**config.mk**
```make
export PLATFORM = sky130hd
export DESIGN_NAME = rgb_timing_gen
export DESIGN_NICKNAME = d
export VERILOG_FILES = /design/src/rtl/rgb_timing_gen.sv
export SDC_FILE = /design/constraint.sdc
export NUM_CORES = 1
export LEC_CHECK = 0
export CORE_MARGIN = 2
export CORE_UTILIZATION = 50
export CTS_BUF_LIST = sky130_fd_sc_hd__clkbuf_8
export CTS_CLUSTER_SIZE = 40
export DETAILED_ROUTE_END_ITERATION = 16
export PLACE_DENSITY_LB_ADDON = 0.1
export SKIP_LAST_GASP = 1
export SYNTH_ARGS = -nofsm -noshare
export SYNTH_HDL_FRONTEND = slang
export SYNTH_SLANG_ARGS = --single-unit
export TNS_END_PERCENT = 100
```
**constraint.sdc**
```tcl
create_clock -name rgb_clk -period 8.85 [get_ports rgb_clk]
set_input_delay 1.77 -clock rgb_clk [delete_from_list [all_inputs] [get_ports rgb_clk]]
set_output_delay 1.77 -clock rgb_clk [all_outputs]
set_load 0.02 [all_outputs]
```
**src/rtl/rgb_timing_gen.sv**
```systemverilog
// Runtime-reconfigurable parallel-RGB timing generator with a pixel-request channel
// that leads rgb_de by PREFETCH cycles; timing updates land on frame boundaries.
module rgb_timing_gen #(
    parameter int unsigned CNT_W        = 12,
    parameter int unsigned XY_W         = 11,
    parameter int unsigned PREFETCH     = 2,
    parameter bit          HS_POL       = 1'b0,
    parameter bit          VS_POL       = 1'b0,
    parameter int unsigned DEF_H_ACTIVE = 480,
    parameter int unsigned DEF_H_FP     = 2,
    parameter int unsigned DEF_H_SYNC   = 41,
    parameter int unsigned DEF_H_BP     = 2,
    parameter int unsigned DEF_V_ACTIVE = 272,
    parameter int unsigned DEF_V_FP     = 2,
    parameter int unsigned DEF_V_SYNC   = 10,
    parameter int unsigned DEF_V_BP     = 2
) (
    input  logic             rgb_clk,
    input  logic             rgb_rst_n,
    input  logic             en,
    input  logic             cfg_wr,
    input  logic [CNT_W-1:0] cfg_h_active,
    input  logic [CNT_W-1:0] cfg_h_fp,
    input  logic [CNT_W-1:0] cfg_h_sync,
    input  logic [CNT_W-1:0] cfg_h_bp,
    input  logic [CNT_W-1:0] cfg_v_active,
    input  logic [CNT_W-1:0] cfg_v_fp,
    input  logic [CNT_W-1:0] cfg_v_sync,
    input  logic [CNT_W-1:0] cfg_v_bp,
    output logic             cfg_pending,
    output logic             cfg_err,
    output logic             req,
    output logic [XY_W-1:0]  req_x,
    output logic [XY_W-1:0]  req_y,
    output logic             rgb_hs,
    output logic             rgb_vs,
    output logic             rgb_de,
    output logic [XY_W-1:0]  rgb_x,
    output logic [XY_W-1:0]  rgb_y,
    output logic             frame_start,
    output logic             line_start
);

    localparam int unsigned SUM_W = CNT_W + 2;
    localparam int unsigned TAP_W = 5 + 2 * XY_W;
    localparam logic [SUM_W-1:0] CNT_MAX = {2'b00, {CNT_W{1'b1}}};

    logic [CNT_W-1:0] h_active, h_fp, h_sync, h_bp;
    logic [CNT_W-1:0] v_active, v_fp, v_sync, v_bp;
    logic [CNT_W-1:0] sh_h_active, sh_h_fp, sh_h_sync, sh_h_bp;
    logic [CNT_W-1:0] sh_v_active, sh_v_fp, sh_v_sync, sh_v_bp;
    logic [CNT_W-1:0] h_cnt, v_cnt;

    logic [SUM_W-1:0] h_sum_c, v_sum_c;
    logic             cfg_ok_c;
    logic [CNT_W-1:0] h_last_c, v_last_c, h_start_c, v_start_c, h_stop_c, v_stop_c;
    logic             frame_end_c, apply_c, in_act_c;

    // Sums are widened by two bits so an overflowing write can be detected
    assign h_sum_c  = SUM_W'(cfg_h_active) + SUM_W'(cfg_h_fp) + SUM_W'(cfg_h_sync) + SUM_W'(cfg_h_bp);
    assign v_sum_c  = SUM_W'(cfg_v_active) + SUM_W'(cfg_v_fp) + SUM_W'(cfg_v_sync) + SUM_W'(cfg_v_bp);
    assign cfg_ok_c = (|cfg_h_active) && (|cfg_h_sync) && (|cfg_v_active) && (|cfg_v_sync)
                      && (h_sum_c <= CNT_MAX) && (v_sum_c <= CNT_MAX);

    assign h_last_c    = h_active + h_fp + h_sync + h_bp - CNT_W'(1);
    assign v_last_c    = v_active + v_fp + v_sync + v_bp - CNT_W'(1);
    assign h_start_c   = h_sync + h_bp;
    assign v_start_c   = v_sync + v_bp;
    assign h_stop_c    = h_start_c + h_active;
    assign v_stop_c    = v_start_c + v_active;
    assign frame_end_c = (h_cnt == h_last_c) && (v_cnt == v_last_c);
    assign apply_c     = cfg_pending && (!en || frame_end_c);
    assign in_act_c    = en && (h_cnt >= h_start_c) && (h_cnt < h_stop_c)
                         && (v_cnt >= v_start_c) && (v_cnt < v_stop_c);

    // Shadow capture and frame-boundary apply; a same-cycle write lands after the apply
    always_ff @(posedge rgb_clk or negedge rgb_rst_n) begin
        if (!rgb_rst_n) begin
            h_active    <= CNT_W'(DEF_H_ACTIVE);
            h_fp        <= CNT_W'(DEF_H_FP);
            h_sync      <= CNT_W'(DEF_H_SYNC);
            h_bp        <= CNT_W'(DEF_H_BP);
            v_active    <= CNT_W'(DEF_V_ACTIVE);
            v_fp        <= CNT_W'(DEF_V_FP);
            v_sync      <= CNT_W'(DEF_V_SYNC);
            v_bp        <= CNT_W'(DEF_V_BP);
            sh_h_active <= '0;
            sh_h_fp     <= '0;
            sh_h_sync   <= '0;
            sh_h_bp     <= '0;
            sh_v_active <= '0;
            sh_v_fp     <= '0;
            sh_v_sync   <= '0;
            sh_v_bp     <= '0;
            cfg_pending <= 1'b0;
            cfg_err     <= 1'b0;
        end else begin
            cfg_err <= cfg_wr && !cfg_ok_c;
            if (apply_c) begin
                h_active    <= sh_h_active;
                h_fp        <= sh_h_fp;
                h_sync      <= sh_h_sync;
                h_bp        <= sh_h_bp;
                v_active    <= sh_v_active;
                v_fp        <= sh_v_fp;
                v_sync      <= sh_v_sync;
                v_bp        <= sh_v_bp;
                cfg_pending <= 1'b0;
            end
            if (cfg_wr && cfg_ok_c) begin
                sh_h_active <= cfg_h_active;
                sh_h_fp     <= cfg_h_fp;
                sh_h_sync   <= cfg_h_sync;
                sh_h_bp     <= cfg_h_bp;
                sh_v_active <= cfg_v_active;
                sh_v_fp     <= cfg_v_fp;
                sh_v_sync   <= cfg_v_sync;
                sh_v_bp     <= cfg_v_bp;
                cfg_pending <= 1'b1;
            end
        end
    end

    always_ff @(posedge rgb_clk or negedge rgb_rst_n) begin
        if (!rgb_rst_n) begin
            h_cnt <= '0;
            v_cnt <= '0;
        end else if (!en) begin
            h_cnt <= '0;
            v_cnt <= '0;
        end else if (h_cnt == h_last_c) begin
            h_cnt <= '0;
            v_cnt <= (v_cnt == v_last_c) ? '0 : v_cnt + CNT_W'(1);
        end else begin
            h_cnt <= h_cnt + CNT_W'(1);
        end
    end

    logic s1_hs, s1_vs, s1_fs, s1_ls;

    // Stage 1: request channel and sync/strobe decode
    always_ff @(posedge rgb_clk or negedge rgb_rst_n) begin
        if (!rgb_rst_n) begin
            req   <= 1'b0;
            req_x <= '0;
            req_y <= '0;
            s1_hs <= 1'b0;
            s1_vs <= 1'b0;
            s1_fs <= 1'b0;
            s1_ls <= 1'b0;
        end else begin
            req   <= in_act_c;
            req_x <= in_act_c ? XY_W'(h_cnt - h_start_c) : '0;
            req_y <= in_act_c ? XY_W'(v_cnt - v_start_c) : '0;
            s1_hs <= en && (h_cnt < h_sync);
            s1_vs <= en && (v_cnt < v_sync);
            s1_fs <= en && (h_cnt == '0) && (v_cnt == '0);
            s1_ls <= en && (h_cnt == '0);
        end
    end

    logic [TAP_W-1:0] s1_vec, out_vec;
    logic             out_hs, out_vs;

    assign s1_vec = {s1_hs, s1_vs, req, s1_fs, s1_ls, req_x, req_y};

    // Stage 2: PREFETCH-deep delay so rgb_de trails req; flushed while disabled
    if (PREFETCH == 0) begin : g_no_dly
        assign out_vec = s1_vec;
    end else begin : g_dly
        logic [TAP_W-1:0] dly [PREFETCH];

        always_ff @(posedge rgb_clk or negedge rgb_rst_n) begin
            if (!rgb_rst_n) begin
                for (int unsigned i = 0; i < PREFETCH; i++) dly[i] <= '0;
            end else if (!en) begin
                for (int unsigned i = 0; i < PREFETCH; i++) dly[i] <= '0;
            end else begin
                dly[0] <= s1_vec;
                for (int unsigned i = 1; i < PREFETCH; i++) dly[i] <= dly[i-1];
            end
        end

        assign out_vec = dly[PREFETCH-1];
    end

    assign {out_hs, out_vs, rgb_de, frame_start, line_start, rgb_x, rgb_y} = out_vec;
    assign rgb_hs = out_hs ? HS_POL : ~HS_POL;
    assign rgb_vs = out_vs ? VS_POL : ~VS_POL;

endmodule

```
==> out/results.tsv <==
metric	value	unit
status	finished, final reports clean	
async_reset_ff_frac	1.00	
drt-initial-drc-count	885	
antenna_cells	0	
port_buffers	151	
ys_ff_latch	299	
num_rows	73	
drv_slew	0	
fmax	156	MHz
placed_cell_area	22000	sq um
crit_required	9.35	ns
layout-drive-gt1-share	0.148	
ios	152	
grt_pass1_vias	13700	
avgSynthCellArea	10.9	sq um
grt_antenna_before_repair	0	
cp-end-kind	register	
cts_buffers	51	
drt-wirelength-per-cell	17.3	um
worstPathArrival	6.93	ns
stdcell_area	23100	sq um
worstReg2RegStart	v_sync[1]	
synth.yosys.seq_area_share	0.373	
yosys-top-cells-area	dfrtp_1 35%, ha_1 12%, fa_1 9.6%, mux2_2 8.3%, inv_1 5.7%	
fillers	3392	
crit_path_max_incr_delay	0.78	ns
gr-usage-all-layers	0.220	
setup_tns	0	ns
min_path_cells	1	
finalHoldViolCount	0	
worst_pin_slew	0.993	ns
rr_worst_depth	21	
critPathBufInv	4	
relSlewSlack	0.338	
post_cts_buffers	0	
path_class	in -> reg	
crit_chain	clkdlybuf4s50_1, inv_1, fa_1, fa_1, inv_1, ha_1, a21o_1, a21o_1, a2111oi_0, o211ai_1, xnor2_1, o311a_1, and4_4, buf_4, mux2_2	
yosys_most_used_dff	dfrtp_1	
nets	2383	
synth_edf_count	0	
coreArea	39700	sq um
synth_cells	1843	
synth_top_area_share	0.354	
cts_resized	0	
grt_pass1_wl	72.0	mm
period_share	0.726	
wirelength	44.3	mm
first_pass_iters	5	
cp_top_family	compound AO/OA/AOI/OAI gates	
cts-htree-levels	2	
clock_sinks	299	
holdPathEnd	out_vec[8]	
fin_skew	0.0255	ns
r2r_end	req_y[2]	
viasPerCell	5.23	
route.detailed.drc	0	
drv_cap	0	
yosysWarnings	0	
startpoint_type	primary input	
ant_nets	0	
synth_area_leader_cell	dfrtp_1	
grt_overflow	0	
clk_pin_slew	0.06	ns
worstHoldPathType	reg -> reg	
period_needed	6.42	ns
synth_nets	2229	
cts_tree	yes	
yosysUniqueCellTypes	63	
initial_core_util	0.506	
grt_max_degree	136	
cp_max_fo	57	
r2r_slack	3.30	ns
ctsHoldBuffers	0	
die_h	204	um
place_congestion	0.853	
root_buffer	clkbuf_8	
fp.dieW	204	um
syn2layout_area_growth	15.1	%
hp-start	g_dly.dly[35]	
setup_viol	0	
rsz0062_at_grt	false	
slowest_stage	and4_4	
synth_area	20100	sq um
vias	13400	
clockBufferDepth	3	
insertion_delay	0.63	ns
dieArea	41800	sq um
dpl.hpwl	34.8	mm
cells in the final DEF (no fill, tap or decap), drive strengths merged, types with 11 or more instances in the layout:
cell type,synthesis,routed
a211o,13,13
a21o,38,38
a21oi,62,62
a31oi,15,15
and2,55,55
and3,17,17
buf,44,13
clkbuf,17,62
clkdlybuf4s50,0,149
dfrtp,284,284
dfstp,15,15
fa,96,96
ha,190,190
inv,303,325
mux2,193,193
nand2,47,47
nand3,25,25
nor2,70,70
nor2b,18,18
nor3,35,35
nor3b,15,15
nor4,26,26
o21a,11,11
o21ai,50,50
xnor2,65,65
xor2,46,46
synth_stat cells, types with 4 or more instances:
master    count
nor2_1       70
buf_6         4
mux2_2      148
nand4_1       9
and3_1       17
o21a_1       11
nand2b_1      9
a31o_2        4
nor3b_1      15
o31ai_1       5
o211ai_1      9
nand2_1      47
or3_1         6
mux2_1        5
dfrtp_1     284
a31oi_1      15
a21o_1       38
inv_1       303
nor2b_1      18
o21ai_1       4
xnor2_1      65
clkbuf_1     17
a211o_1      13
a21oi_1      62
mux2_4       40
o21bai_1      5
ha_1        190
a311oi_1      4
fa_1         96
o21ai_0      46
buf_2        12
nor4_1       25
xor2_1       46
a211oi_1      5
nand3_1      25
dfstp_2      15
nor3_1       35
buf_4        27
and2_1       55
stage by stage:
stage               hold WS [ns]  setup slack (ns)  utilization  instances
floorplan                  0.434              3.42            -       1843
global placement           0.435              1.90        0.553       2469
detailed placement         0.441              1.85        0.553       2469
CTS                        0.452              2.51        0.582       2565
global route               0.463              2.16        0.582       2565
finish                     0.448              2.43        0.582       2565
worst reg2reg max path: cells and delay by family (launching register included):
kind / cells / cell delay, ns
multiplexers: 1 / 0.30
adder cells (fa/ha/maj): 3 / 1.10
flip-flops: 1 / 0.57
AO/OA/AOI/OAI: 9 / 2.20
AND/OR/NAND/NOR: 5 / 0.88
buffers and inverters: 3 / 0.38
kinds of logic (layout without fill, tap and decap cells):
kind of cell / count (synthesis) / after routing / synth area share
adder cells (fa/ha/maj): 286 / 286 / 0.214
AND/OR/NAND/NOR: 341 / 341 / 0.0902
flip-flops: 299 / 299 / 0.373
AO/OA/AOI/OAI: 245 / 245 / 0.0804
XOR/XNOR: 112 / 112 / 0.0495
multiplexers: 196 / 196 / 0.117
buffers and inverters: 364 / 561 / 0.0753
how the worst max path moves through the flow:
stage	start	endpoint	slack, ns	cells past startpoint
after floorplan	cfg_h_active[2]	sh_h_active[10]	3.42	16
after global placement	cfg_h_active[2]	sh_h_sync[5]	1.90	15
after detailed placement	cfg_h_active[2]	sh_h_active[4]	1.85	15
after CTS	cfg_h_active[2]	sh_v_sync[1]	2.51	15
after global routing	cfg_h_active[2]	sh_h_bp[3]	2.16	15
final	cfg_h_active[2]	sh_v_sync[1]	2.43	15
layer usage:
| metal | vias up | wire, um | global-route usage |
|---|---|---|---|
| met5 | - | 0 | 0 |
| met4 | 0 | 942 | 0.0587 |
| met3 | 66 | 1760 | 0.0344 |
| met2 | 286 | 18700 | 0.324 |
| met1 | 6564 | 23000 | 0.337 |
| li1 | 6505 | - | - |
area by class of cell:
type	count	area (sq um)	share of cell area
clock buffers	62	853	0.0369
clock inverters	34	269	0.0116
inverters	303	1140	0.0492
multi-input cells	1180	11100	0.480
flip-flops and latches	299	7500	0.325
well taps	525	657	0.0284
repair buffers	162	1610	0.0695
Power is not shown: default switching activity piles up to over one toggle a cycle in this logic, so the estimate is an artifact.
